==> config.mk <==
export PLATFORM = sky130hd
export DESIGN_NAME = mult_sequencer
export DESIGN_NICKNAME = d
export VERILOG_FILES = /design/src/rtl/mult_seq_pkg.sv /design/src/rtl/mult_seq_counter.sv /design/src/rtl/mult_sequencer.sv
export SDC_FILE = /design/constraint.sdc
export NUM_CORES = 1
export LEC_CHECK = 0
export BUFFER_PORTS_ARGS = -buffer_cell sky130_fd_sc_hd__buf_2
export CORE_MARGIN = 2
export CORE_UTILIZATION = 35
export CTS_CLUSTER_SIZE = 16
export DETAILED_ROUTE_END_ITERATION = 12
export SLEW_MARGIN = 20
export SYNTH_ARGS = -nofsm -noshare
export SYNTH_HDL_FRONTEND = slang
export SYNTH_HIERARCHICAL = 1
export SYNTH_SLANG_ARGS = --single-unit
export TNS_END_PERCENT = 1
==> constraint.sdc <==
create_clock -name CLK -period 4.7 [get_ports CLK]
set_input_delay 0.235 -clock CLK [delete_from_list [all_inputs] [get_ports CLK]]
set_output_delay 0.235 -clock CLK [all_outputs]
set_load 0.05 [all_outputs]
==> src/rtl/mult_seq_pkg.sv <==
// Shared state encoding and sizing constants for the shift-add multiply sequencer.
package mult_seq_pkg;

   localparam int WIDTH_DEF = 8;
   localparam int STATE_W   = 3;
   localparam int CNT_W     = 4;

   typedef logic [STATE_W-1:0] state_t;

   localparam state_t S_IDLE  = 3'd0;
   localparam state_t S_LOAD  = 3'd1;
   localparam state_t S_ADD   = 3'd2;
   localparam state_t S_SHIFT = 3'd3;
   localparam state_t S_DONE  = 3'd4;

endpackage

==> src/rtl/mult_seq_counter.sv <==
// Iteration down-counter: synchronous clear/load, saturating decrement, zero flag.
module mult_seq_counter #(
   parameter int CNT_W = 4
) (
   input  logic             CLK,
   input  logic             RST_N,
   input  logic             clr,
   input  logic             load,
   input  logic [CNT_W-1:0] load_val,
   input  logic             dec,
   output logic [CNT_W-1:0] count,
   output logic             zero
);

   assign zero = (count == '0);

   // Decrement stops at zero so the count never wraps.
   always_ff @(posedge CLK or negedge RST_N) begin
      if (!RST_N)
         count <= '0;
      else if (clr)
         count <= '0;
      else if (load)
         count <= load_val;
      else if (dec && !zero)
         count <= count - 1'b1;
   end

endmodule

==> src/rtl/mult_sequencer.sv <==
// Control FSM for a shift-add multiplier datapath (A:Q with carry, M operand).
// Optional MULT_SEQ_SKIP_ZERO_EN: zero multiplier bits shift directly from ADD.
module mult_sequencer
   import mult_seq_pkg::*;
#(
   parameter int WIDTH = WIDTH_DEF
) (
   input  logic       CLK,
   input  logic       RST_N,
   input  logic       START,
   input  logic       ABORT,
   input  logic       Q0,
   output logic       CLR_A,
   output logic       LDQ,
   output logic       LDA,
   output logic       MULT_EN,
   output logic       SR,
   output logic       BUSY,
   output logic       DONE,
   output logic [3:0] COUNT
);

   localparam logic [CNT_W-1:0] CNT_INIT = CNT_W'(WIDTH - 1);

   state_t     state, nxt;
   logic       cnt_clr, cnt_load, cnt_dec, cnt_zero;
   logic [CNT_W-1:0] cnt;

   mult_seq_counter #(.CNT_W(CNT_W)) u_cnt (
      .CLK      (CLK),
      .RST_N    (RST_N),
      .clr      (cnt_clr),
      .load     (cnt_load),
      .load_val (CNT_INIT),
      .dec      (cnt_dec),
      .count    (cnt),
      .zero     (cnt_zero)
   );

   assign COUNT = cnt;

   always_ff @(posedge CLK or negedge RST_N) begin
      if (!RST_N)
         state <= S_IDLE;
      else
         state <= nxt;
   end

   // ABORT dominates every state, including START in IDLE.
   always_comb begin
      nxt      = state;
      cnt_clr  = 1'b0;
      cnt_load = 1'b0;
      cnt_dec  = 1'b0;
      if (ABORT) begin
         nxt     = S_IDLE;
         cnt_clr = 1'b1;
      end else begin
         case (state)
            S_IDLE:  if (START) nxt = S_LOAD;
            S_LOAD: begin
               nxt      = S_ADD;
               cnt_load = 1'b1;
            end
            S_ADD: begin
`ifdef MULT_SEQ_SKIP_ZERO_EN
               if (Q0) begin
                  nxt = S_SHIFT;
               end else if (cnt_zero) begin
                  nxt = S_DONE;
               end else begin
                  nxt     = S_ADD;
                  cnt_dec = 1'b1;
               end
`else
               nxt = S_SHIFT;
`endif
            end
            S_SHIFT: begin
               if (cnt_zero) begin
                  nxt = S_DONE;
               end else begin
                  nxt     = S_ADD;
                  cnt_dec = 1'b1;
               end
            end
            S_DONE:  nxt = S_IDLE;
            default: nxt = S_IDLE;
         endcase
      end
   end

   // Moore decode; Q0 only qualifies the ADD-state strobes.
   always_comb begin
      CLR_A   = 1'b0;
      LDQ     = 1'b0;
      LDA     = 1'b0;
      MULT_EN = 1'b0;
      SR      = 1'b0;
      BUSY    = 1'b0;
      DONE    = 1'b0;
      case (state)
         S_LOAD: begin
            CLR_A = 1'b1;
            LDQ   = 1'b1;
            BUSY  = 1'b1;
         end
         S_ADD: begin
            MULT_EN = Q0;
            LDA     = Q0;
            BUSY    = 1'b1;
`ifdef MULT_SEQ_SKIP_ZERO_EN
            SR      = ~Q0;
`endif
         end
         S_SHIFT: begin
            SR   = 1'b1;
            BUSY = 1'b1;
         end
         S_DONE:  DONE = 1'b1;
         default: ;
      endcase
   end

endmodule

# After elaboration in Yosys (flattened, before gate mapping)
# Cells that the tools add are included.
[word_totals]
word_cells = 31
n_memories = 0
mem_bits_rw = 0
register_bits = 7
latchBits = 0
in_bits = 5
out_inout_bits = 11
romBits = 0
[op_classes]
eq_ne = 5
n_mux = 17
div = 0
shifts = 0
addsub = 1
multipliers = 0
n_bitwise = 0
reduce_logical = 6
order_cmp = 0
[op_table]
columns = ["op", "n"]
rows = [
  ["2-to-1 mux 4 bit", 3],
  ["one-hot mux 3 bit (4 select lines)", 1],
  ["2-to-1 mux 1 bit", 10],
  ["2-to-1 mux 3 bit", 3],
  ["equality test 3 x 2 -> 1 bit, second input constant", 2],
  ["zero test 4 bit", 1],
  ["subtractor 4 x 1 -> 4 bit, second input constant", 1],
  ["equality test 3 x 1 -> 1 bit, second input constant", 1],
  ["equality test 3 bit, second input constant", 1],
  ["zero test 3 bit", 1],
  ["!= test 3 bit, second input constant", 1],
  ["nonzero test 3 bit", 1],
  ["OR reduction 3 bit", 1],
  ["logical AND 1 bit", 1],
  ["zero test 1 bit", 1],
]

# Logic depth before layout (Yosys ltp)
[logic_depth]
depth_word = 8
depth_mapped = 9
depth_no_buf = 8

# Cells and area by module
# Netlist, hierarchy kept.
[modules_own_cells]
columns = ["mod", "seq_area_each_um2", "cells_each", "n_inst", "area_each_um2"]
rows = [
  ["mult_seq_counter", 100.1, 31, 1, 292.8],
  ["mult_sequencer", 75.1, 23, 1, 212.7],
]

# Worst setup path after synthesis
# Ideal clock, no wire load.
[synth_timing]
path_kind = "reg-to-reg"
startpoint = "reg u_cnt.count[1]"
endpoint = "reg u_cnt.count[3]"
path_slack_ps = 1731
t_required_ps = 4606
path_buffers = 1
period_less_slack_ps = 2969
path_stages_with_launch = 10
arrival_ps = 2875
setup_time_ps = 94
path_cell_list = "dfrtp_1 inv_1 ha_1 or3b_1 buf_2 inv_1 nor4_1 nor4b_1 mux2i_1 a211oi_1"
[synth_between]
elab_chain_cells = 6
word_cells_on_any_way = 11
cone_classes = "add/sub (1); mux (6); reduce/logical (4)"
[synth_lines]
columns = ["item", "line_no", "rtl"]
rows = [
  ["start, declared", "mult_seq_counter.sv:11", "output logic [CNT_W-1:0] count,"],
  ["start signal, assigned", "mult_seq_counter.sv:24", "count <= load_val;"],
  ["start signal, assigned", "mult_seq_counter.sv:26", "count <= count - 1'b1;"],
  ["zero test 4 bit", "mult_seq_counter.sv:15", "assign zero = (count == '0);"],
  ["via cnt_zero", "mult_sequencer.sv:26", "logic cnt_clr, cnt_load, cnt_dec, cnt_zero;"],
  ["2-to-1 mux 1 bit", "mult_sequencer.sv:80", "if (cnt_zero) begin"],
  ["2-to-1 mux 1 bit", "mult_sequencer.sv:59", "case (state)"],
  ["2-to-1 mux 1 bit", "mult_sequencer.sv:55", "if (ABORT) begin"],
  ["via cnt_dec", "mult_sequencer.sv:26", ""],
  ["logical AND 1 bit", "mult_seq_counter.sv:25", "else if (dec && !zero)"],
  ["nonzero test 3 bit (no source line)", "n/a", ""],
]
# The timed path passes the listed nets, and every way through them passes these cells. The select of a mux whose other input is x is not followed.
# A chain may end at the register's enable or synchronous reset.

# Worst setup path after layout
[layout_timing]
startpoint = "reg u_cnt.count[0]"
endpoint = "reg u_cnt.count[3]"
# Same word-level chain as after synthesis.

==> results.py <==
metrics = {
    "status": {
        "status": "complete, no violations",
    },
    "clock_network": {
        "clk_latency_ps": 250,
        "clock-sinks": 7,
        "path_clk_slew_ps": 60,
        "post_cts_buffers": 0,
        "htreeDepth": 1,
        "cts_buffer_depth": 2,
        "cts_tree": "yes",
        "cts_root_buf": "clkbuf_4",
        "cts_made_buffers": 3,
    },
    "global_route": {
        "grt_pass1_vias": 386,
        "grt_usage": 0.1338,
        "use_met3": 0.02586,
        "met2_usage": 0.1938,
        "grt_pass1_wl_um": 1718,
        "top_usage_layer": "met2",
        "grt.overflow.total": 0,
        "use_met1": 0.1671,
        "grt_start_max_net_pins": 12,
        "antenna_found_initial": 0,
    },
    "setup_path": {
        "rrSetupSlack_ps": 2370,
        "regToRegStartpoint": "u_cnt/count[0]",
        "worstSetupPathType": "register to register",
        "cp.depth": 9,
        "arrival_ps": 2490,
        "crit_start": "u_cnt/count[0]",
        "cp-start-kind": "register",
        "crit_family": "simple AND/OR/NAND/NOR gates",
        "cp_max_fo": 7,
        "path_cells": "inv_1 > ha_1 > or3b_1 > inv_1 > nor4_1 > buf_4 > nor4b_1 > mux2i_1 > a211oi_1",
        "cp_slowest_cell": "dfrtp_1",
        "critPathBufInv": 3,
        "reg2reg_depth": 9,
        "critPathCaptureType": "register",
        "critical_path.endpoint": "u_cnt/count[3]",
        "reg2reg_to": "u_cnt/count[3]",
        "cpPeakStageDelay_ps": 380,
        "required_ps": 4860,
        "crit_path_frequent_cell": "inv_1",
    },
    "synthesis": {
        "yosysSeqAreaShare": 0.3465,
        "syn_avg_cell_area_um2": 9.361,
        "ys_seq_elements": 7,
        "synth_warnings": 6,
        "synth_top_area_frac": 0.3465,
        "synthesis.instances": 54,
        "syn_area_um2": 505.5,
        "synth_cell_types": 30,
        "yosys.area.top_type": "dfrtp_1",
        "synth.area.top_cells": "dfrtp_1 (35%), nor2_1 (6.7%), a2111oi_4 (5.4%)",
    },
    "cells_and_area": {
        "final_util": 0.4701,
        "antenna_cells": 0,
        "drive_gt1_frac": 0.3699,
        "area_delta_synth_final_pct": 22.52,
        "layout.nets": 81,
        "nFillCells": 130,
    },
    "detailed_routing": {
        "drtAntennaViolNets": 0,
        "wl_per_cell_um": 12.28,
        "dr.pass1.iters": 3,
        "routed_wl_um": 1081,
        "vias_per_cell": 4.909,
        "drtIter0Drc": 7,
        "drc_errors": 0,
        "vias": 432,
    },
    "place": {
        "port_buffers": 15,
        "hpwlAfterDp_um": 802.9,
        "place_congestion": 0.7675,
    },
    "timing": {
        "worstMarginPinSlew_ps": 677.2,
        "hold_viol_final": 0,
        "finalSetupTns_ps": 0,
        "fin_crit_ps": 2332,
        "finClkSkew_ps": 4.848,
        "fmax_mhz": 428.8,
        "final_max_slew_viol_count": 0,
        "setup_violations": 0,
        "period_share": 0.4962,
        "slew-limit-headroom": 0.5450,
        "rsz0062_at_grt": "false",
    },
    "power_and_ir_drop": {
        "pwr-share-seq": 0.380,
        "power.share.combinational": 0.310,
        "sw_frac_of_total": 0.3825,
        "power_density_nw_per_um2": 291.5,
        "power_frac_clock": 0.310,
        "p_int_mw": 0.1115,
        "switchingPower_mw": 0.06906,
        "leakage_nw": 0.2965,
        "ir_drop_uv": 151.8,
    },
    "floorplanning": {
        "initial_core_util": 0.3837,
        "core_um2": 1318,
        "die_y_um": 42.01,
        "dieArea_um2": 1764,
        "die_w_um": 42.01,
        "fp-row-count": 13,
        "ios": 16,
    },
    "run": {
        "drv_cap": 0,
    },
    "worst_hold_path": {
        "min_path_cells": 3,
        "hp-class": "input port to register",
    },
}
registers in the layout, summed over array words and instances, names as in the netlist:
register / flops
u_cnt/count: 4
state: 3
area by class of cell:
class                           count  area, µm²  share of cell area
Tap cell                           15      18.77             0.03030
Clock buffer                        4      26.28             0.04242
Timing Repair Buffer               17      92.59              0.1495
Inverter                            4      15.01             0.02424
Sequential cell                     7      175.2              0.2828
Multi-Input combinational cell     41      291.5              0.4707
worst min-delay path, stage by stage:
cell and delay [ps]:
buf_2 90, nor2_1 80, nor4_1 50
kinds of logic after synthesis:
| logic type | count (synthesis) | synth area share |
|---|---|---|
| adders and majority gates | 2 | 0.04950 |
| muxes | 1 | 0.01980 |
| and+or+nand+nor | 28 | 0.3416 |
| AOI/OAI and AO/OA | 6 | 0.1362 |
| DFF | 7 | 0.3465 |
| other | 2 | 0.01486 |
| buffers and inverters | 8 | 0.09156 |
cell usage in the layout (no fill, tap or decap):
master          n
a2111oi_4       1
a211oi_1        1
a21o_1          1
a311o_2         1
a311oi_1        1
a31oi_1         1
and2_2          1
and3_2          1
and4bb_2        1
buf_2          15
buf_4           1
clkbuf_1        1
clkbuf_4        3
conb_1          4
dfrtp_1         7
dlygate4sd3_1   1
ha_1            2
inv_1           4
mux2i_1         1
nand2_1         2
nand2_2         1
nand2b_1        1
nand3_1         2
nand4_1         1
nor2_1          9
nor3_1          2
nor3b_1         1
nor4_1          2
nor4_2          1
nor4b_1         1
nor4b_2         1
or3b_1          1
worst min-delay path by stage:
stage | startpoint | to | slack [ps]
finish | START | state[0] | 250
global route | START | state[0] | 240
CTS | START | state[0] | 240
detailed placement | RST_N | u_cnt/count[1] | 80
global placement | RST_N | u_cnt/count[1] | 80
floorplan | RST_N | state[0] | -60
power groups by stage:
| stage | Sequential (mW) | Clock, mW | Combinational [mW] |
|---|---|---|---|
| floorplan | 0.0744 | 0 | 0.0390 |
| global placement | 0.0695 | 0 | 0.0550 |
| detailed placement | 0.0696 | 0 | 0.0553 |
| CTS | 0.0686 | 0.0593 | 0.0561 |
| global route | 0.0690 | 0.0633 | 0.0597 |
| finish | 0.0686 | 0.0560 | 0.0559 |
per-stage QoR:
step / hold slack, ps / area (µm²) / power [mW] / cells / setup WS (ps)
2_1_floorplan: -60.59 / 513.0 / 0.1135 / 56 / 1731
3_3_place_gp: 82.08 / 583.1 / 0.1245 / 83 / 2435
3_5_place_dp: 84.78 / 583.1 / 0.1250 / 83 / 2394
4_1_cts: 239.3 / 619.3 / 0.1840 / 88 / 2370
5_1_grt: 236.5 / 619.3 / 0.1921 / 88 / 2148
6_report: 245.8 / 619.3 / 0.1805 / 88 / 2368
Yosys cell counts:
cell type / count
nor2_1: 9
dfrtp_1: 7
inv_1: 4
buf_4: 2
conb_1: 2
ha_1: 2
nand2_1: 2
nand3_1: 2
nor3_1: 2
nor4_1: 2
a2111oi_4: 1
a211oi_1: 1
a21o_1: 1
a311o_2: 1
a311oi_1: 1
a31oi_1: 1
and2_2: 1
and3_2: 1
and4bb_2: 1
buf_2: 1
buf_6: 1
mux2i_1: 1
nand2_2: 1
nand2b_1: 1
nand4_1: 1
nor3b_1: 1
nor4_2: 1
nor4b_1: 1
nor4b_2: 1
or3b_1: 1
timing repair:
action,in CTS,in global routing
hold endpoints to repair,7,0
hold buffers,1,0
gates resized for setup,0,0
layer usage:
| metal | wire length, µm | vias to the layer above |
|---|---|---|
| met5 | 0 | - |
| met4 | 13 | 0 |
| met3 | 36 | 2 |
| met2 | 487 | 9 |
| met1 | 543 | 194 |
| li1 | - | 227 |
Note: power is estimated with default switching activity, not from simulation.
